===== config.mk =====
export PLATFORM = sky130hd
export DESIGN_NAME = a2d_sched
export DESIGN_NICKNAME = d
export VERILOG_FILES = /design/src/rtl/a2d_sched_pkg.sv /design/src/rtl/a2d_sched_tmr.sv /design/src/rtl/a2d_sched.sv
export SDC_FILE = /design/constraint.sdc
export NUM_CORES = 1
export LEC_CHECK = 0
export BUFFER_PORTS_ARGS = -buffer_cell sky130_fd_sc_hd__buf_2
export CAP_MARGIN = 20
export CORE_ASPECT_RATIO = 0.7
export CORE_MARGIN = 2
export CORE_UTILIZATION = 45
export DETAILED_ROUTE_END_ITERATION = 8
export GPL_TIMING_DRIVEN = 0
export SYNTH_ARGS = -nofsm -noshare
export SYNTH_HDL_FRONTEND = slang
export SYNTH_SLANG_ARGS = --single-unit

===== constraint.sdc =====
create_clock -name clk -period 3.19 [get_ports clk]
set_clock_uncertainty 0.1 [all_clocks]
set_input_delay 0.1595 -clock clk [delete_from_list [all_inputs] [get_ports clk]]
set_output_delay 0.1595 -clock clk [all_outputs]
set_load 0.01 [all_outputs]

===== src/rtl/a2d_sched_pkg.sv =====
// a2d_sched shared types and default timing.
// Optional stats outputs are enabled with A2D_SCHED_STATS_EN.
package a2d_sched_pkg;

    typedef enum logic [1:0] {
        IDLE,
        ISSUE,
        WAIT_CONV,
        DONE
    } state_e;

    typedef enum logic [1:0] {
        CH_LFT   = 2'd0,
        CH_RGHT  = 2'd1,
        CH_STEER = 2'd2,
        CH_BATT  = 2'd3
    } chan_e;

    localparam int unsigned DEF_PERIOD   = 1048576;
    localparam int unsigned DEF_CONV_CYC = 1100;
    localparam int unsigned DEF_NUM_CH   = 4;

endpackage


===== src/rtl/a2d_sched_tmr.sv =====
// Up-counter 0..TERM-1 with clear, enable and terminal-count flag.
// tc is high in the cycle the count sits at TERM-1 while enabled.
module a2d_sched_tmr #(
    parameter int unsigned TERM = 4
) (
    input  logic clk,
    input  logic rst,
    input  logic clr,
    input  logic en,
    output logic tc
);

    localparam int unsigned W = (TERM > 1) ? $clog2(TERM) : 1;

    logic [W-1:0] cnt;

    assign tc = en && (cnt == W'(TERM - 1));

    // count while enabled, wrap at terminal count, clear has priority
    always_ff @(posedge clk or posedge rst) begin
        if (rst) begin
            cnt <= '0;
        end else if (clr) begin
            cnt <= '0;
        end else if (en) begin
            cnt <= tc ? '0 : cnt + W'(1);
        end
    end

endmodule


===== src/rtl/a2d_sched.sv =====
// a2d_sched: merges auto-sample timer and client requests into nxt slots.
// Define A2D_SCHED_STATS_EN to add conv_cnt / ovr_cnt outputs.
module a2d_sched
    import a2d_sched_pkg::*;
#(
    parameter int unsigned PERIOD   = DEF_PERIOD,
    parameter int unsigned CONV_CYC = DEF_CONV_CYC,
    parameter int unsigned NUM_CH   = DEF_NUM_CH
) (
    input  logic       clk,
    input  logic       rst,
    input  logic       en,
    input  logic       req,
    output logic       req_ack,
    output logic       nxt,
    output logic       busy,
    output logic       smpl_vld,
    output logic [1:0] smpl_chan,
    output logic [3:0] fresh,
    input  logic       clr_fresh,
    output logic       overrun
`ifdef A2D_SCHED_STATS_EN
    ,
    output logic [15:0] conv_cnt,
    output logic [7:0]  ovr_cnt
`endif
);

    state_e state, state_n;

    logic per_tc;
    logic per_hit;
    logic conv_tc;
    logic pend_auto;
    logic pend_req;
    logic ack_owed;
    logic take;
    logic ovr_evt;

    a2d_sched_tmr #(.TERM(PERIOD)) u_per (
        .clk (clk),
        .rst (rst),
        .clr (~en),
        .en  (en),
        .tc  (per_tc)
    );

    a2d_sched_tmr #(.TERM(CONV_CYC)) u_conv (
        .clk (clk),
        .rst (rst),
        .clr (state == ISSUE),
        .en  (state == WAIT_CONV),
        .tc  (conv_tc)
    );

    assign take    = (state == IDLE) && en && (pend_auto || pend_req);
    assign ovr_evt = en && per_hit && pend_auto;

    // next-state decode
    always_comb begin
        state_n = state;
        unique case (state)
            IDLE:      if (take) state_n = ISSUE;
            ISSUE:     state_n = WAIT_CONV;
            WAIT_CONV: if (conv_tc) state_n = DONE;
            DONE:      state_n = IDLE;
            default:   state_n = IDLE;
        endcase
    end

    // state register and flopped strobes so nxt never glitches
    always_ff @(posedge clk or posedge rst) begin
        if (rst) begin
            state    <= IDLE;
            nxt      <= 1'b0;
            busy     <= 1'b0;
            smpl_vld <= 1'b0;
            req_ack  <= 1'b0;
            ack_owed <= 1'b0;
        end else begin
            state    <= state_n;
            nxt      <= (state_n == ISSUE);
            busy     <= (state_n != IDLE);
            smpl_vld <= (state_n == DONE);
            req_ack  <= (state_n == DONE) && ack_owed;
            if (take) ack_owed <= pend_req;
        end
    end

    // pending work; new triggers win over the clear on take
    always_ff @(posedge clk or posedge rst) begin
        if (rst) begin
            per_hit   <= 1'b0;
            pend_auto <= 1'b0;
            pend_req  <= 1'b0;
            overrun   <= 1'b0;
        end else begin
            per_hit <= per_tc;
            if (!en) begin
                pend_auto <= 1'b0;
                pend_req  <= 1'b0;
            end else begin
                if (per_hit)   pend_auto <= 1'b1;
                else if (take) pend_auto <= 1'b0;
                if (req)       pend_req <= 1'b1;
                else if (take) pend_req <= 1'b0;
            end
            if (ovr_evt) overrun <= 1'b1;
        end
    end

    // round-robin channel tracking and freshness flags
    always_ff @(posedge clk or posedge rst) begin
        if (rst) begin
            smpl_chan <= CH_BATT;
            fresh     <= 4'h0;
        end else begin
            if (state == ISSUE) begin
                if (smpl_chan == 2'(NUM_CH - 1)) smpl_chan <= CH_LFT;
                else smpl_chan <= smpl_chan + 2'd1;
            end
            if (clr_fresh) fresh <= 4'h0;
            else if (state_n == DONE) fresh[smpl_chan] <= 1'b1;
        end
    end

`ifdef A2D_SCHED_STATS_EN
    // saturating conversion and overrun counters
    always_ff @(posedge clk or posedge rst) begin
        if (rst) begin
            conv_cnt <= '0;
            ovr_cnt  <= '0;
        end else begin
            if (state_n == DONE && conv_cnt != 16'hFFFF)
                conv_cnt <= conv_cnt + 16'd1;
            if (ovr_evt && ovr_cnt != 8'hFF)
                ovr_cnt <= ovr_cnt + 8'd1;
        end
    end
`endif

endmodule

==> out/results.tsv <==
stage	metric	value	unit
synthesis	synthesized area	2360	µm²
worst_setup_path	WS Path Type	register to register	
detailed_routing	final wirelength	4.22	mm
place	Port Buffers	15	
layout	number of diodes	0	
sta	setup TNS	0	ns
synthesis	Seq/Total Area, Yosys	50.9	%
synthesis	ys flop type	dfrtp_1	
sta	Slew Limit Fails	0	
sta	unrepaired setup endpoints after global routing	no	
synthesis	Area contributors post-synth	dfrtp_1 (49%), ha_1 (5.3%), nor2_1 (4.8%)	
power_and_ir_drop	Cell Pwr Density	660	nW/µm²
power_and_ir_drop	total power	1770	µW
worst_setup_path	Worst setup EP type	register	
floorplanning	Die X	90.6	µm
run_status	status	finished clean	
global_routing	antenna violations before repair	0	
sta	final hold violation count	0	
layout	fraction of layout cells with a size suffix above 1	14.1	%
synthesis	Mapped Cells	237	
worst_setup_path	crit path cell chain	ha_1 -> and4_1 -> clkbuf_1 -> nand4_1 -> o21ai_0 -> buf_2 -> nor2_1	
worst_setup_path	largest fanout on the critical path	10	
worst_setup_path	delay of the slowest critical-path stage	0.48	ns
synthesis	Post-synth EDFFs	0	
sta	fmax	431	MHz
global_routing	vias in the first global route	1621	
worst_setup_path	Critical Path AT	2.40	ns
layout	P&R area growth vs syn	13.5	%
worst_setup_path	WP data required	3.27	ns
synthesis	Yosys cell types	43	
clock_network	clock sinks	48	
synthesis	Post-synth top cells	dfrtp_1 (46), nor2_1 (30), inv_1 (18), nand2_1 (17), nand3_1 (12)	
worst_setup_path	CP max stage cell	o21ai_0	
clock_network	CTS buffer count	5	
min_path	critical hold path startpoint	clr_fresh	
job	max_cap viols	0	
synthesis	top-count cell post-synth	dfrtp_1	
floorplanning	Ports	16	
clock_network	clock latency on the worst-skew pair	0.30	ns
worst_setup_path	reg-to-reg startpoint	u_per.cnt[0]	
clock_network	CTS tree	built	
clock_network	Max H-tree Level	2	
place	Detailed Place HPWL	2.93	mm
floorplanning	full die area	5860	µm²
detailed_routing	Initial DRC Count	95	
synthesis	leading area contributor after synthesis	dfrtp_1	
floorplanning	Initial Util	45.9	%
power_and_ir_drop	Leakage Power	0.00119	µW
floorplanning	Core Area	5150	µm²
detailed_routing	vias post-DR	1664	
floorplanning	Die Height	64.7	µm
global_routing	GRT Total Usage	15.8	%
clock_network	postcts setup bufs	0	
worst_setup_path	Critical path origin	u_per.cnt[0]	
layout	layout net count	277	
synthesis	top cell type's share of synthesized area	48.7	%
clock_network	Post-CTS Resized	0	
sta	Slew @ Worst Pin	0.542	ns
power_and_ir_drop	VDD IR-drop max	218	µV
sta	Hold Slack	0.00766	ns
synthesis	Avg Inst Size Synth	9.98	µm²
layout	FILL cells	490	
layout	FF+latch area	1200	µm²
min_path	worst min path class	primary input to register	
floorplanning	Cell Rows	22	
global_routing	first-pass GRT wire length	7.46	mm
global_routing	gr ovfl total	0	
synthesis	Mapped Nets	252	
detailed_routing	final antenna-violating net count	0	
sta	slew margin rel.	63.5	%
detailed_routing	vias per cell	4.97	
synthesis	Synth async-reset ratio	100	%
place	GPL Wtd Cong	0.762	
worst_setup_path	setup slack, reg-to-reg	0.87	ns
clock_network	Clk pin slew, worst setup/hold paths	0.10	ns
detailed_routing	DR DRC count	0	
sta	fin crit share	72.8	%
sta	Final Critical Period	2.32	ns
clock_network	CTS Buffer Depth	2	
detailed_routing	post-DR wirelength/cell	12.6	µm
worst_setup_path	Worst setup SP type	register	
clock_network	root buffer cell	clkbuf_8	
detailed_routing	DR pass1 iterations	4	
synthesis	YS warnings	0	
synthesis	flops & latches, synth	48	
sta	# setup viols final	0	
layout	area taken by multi-input logic gates	1070	µm²
global_routing	largest net degree at the start of global routing	36	
-- state kept, by name, summed over array words and instances (netlist names) --
register	cells
state	2
req_ack	1
busy	1
pend_auto	1
per_hit	1
ack_owed	1
smpl_vld	1
pend_req	1
fresh	4
smpl_chan	2
u_per.cnt	20
u_conv.cnt	11
overrun	1
nxt	1
-- routing by layer --
metal  part of all wire (%)  global-route usage (%)  up-vias
met5                      0                       0        -
met4                   0.50                    5.19        0
met3                    3.3                    3.60        2
met2                     40                    22.6       22
met1                     57                    23.6      776
li1                       -                       -      864
-- worst paths after layout --
path / endpoint / cells past startpoint
max in group asynchronous: smpl_chan[1] / 4
setup reg to reg: u_per.cnt[14] / 7
setup / recovery: u_per.cnt[14] / 7
hold / removal: fresh[1] / 2
min in group asynchronous: u_per.cnt[9] / 3
hold reg to reg: overrun / 1
-- critical path: cells and delay by family, from the launching register on --
family          cells  cell delay (ns)
flops               1             0.39
fa+ha+maj           1             0.22
buf+inv             2             0.59
compound gates      1             0.48
simple gates        3             0.42
-- stage by stage --
step / utilization, % / setup WS [ns] / area (µm²) / std cells
detailed placement: 49.5 / 0.886 / 2550 / 325
finish: 52.2 / 0.869 / 2690 / 335
global placement: 49.1 / 0.874 / 2530 / 324
floorplan: - / 1.33 / 2360 / 237
CTS: 52.2 / 0.849 / 2690 / 335
global route: 52.2 / 0.694 / 2690 / 335
-- cell families (layout without fill, tap and decap cells) --
| logic type | count (synthesis) | count (layout) | synth area share (%) |
|---|---|---|---|
| buffers and inverters | 25 | 51 | 4.02 |
| adders and majority gates | 10 | 10 | 5.29 |
| muxes | 2 | 2 | 0.899 |
| DFF | 48 | 48 | 50.9 |
| and+or+nand+nor | 101 | 101 | 22.9 |
| xor gates and xnor gates | 19 | 19 | 7.04 |
| AOI/OAI and AO/OA | 32 | 32 | 8.99 |
-- cell usage in the layout, fill, tap and decap left out, drive strengths merged, types with 2 or more instances in the layout --
cell type and count:
inv 19, dlygate4sd3 2, a21oi 5, nor3 6
o21ai 8, nand3 12, nand4 7, xor2 9
nand2 17, and2 2, or3 2, and4 4
and3 4, nor2 30, o31ai 3, clkbuf 10
nand3b 2, buf 17, dfrtp 46, dfstp 2
o22ai 5, or3b 2, nor4 3, xnor2 10
ha 10, nand2b 6, a31oi 4
-- area by class of cell --
type                            instances  area share [%]
Sequential cell                        48            44.8
Multi-Input combinational cell        164            39.7
Timing Repair Buffer                   18            4.29
Tap cell                               72            3.36
Inverter                               19            2.66
Clock buffer                            5            2.56
Clock inverter                          3            1.72
Buffer                                  6           0.885
-- what timing repair did --
action | CTS | global route
endpoints found under the hold margin | 14 | 0
endpoints found under the setup margin | 0 | 0
hold buffers | 2 | 0
-- where the power goes --
group          internal [µW]  switching [µW]  total, µW
registers                712            80.9        793
clock network            236             219        455
logic                    216             309        525
total                   1160             609       1770
No activity file was read; power rests on OpenSTA's default activity.
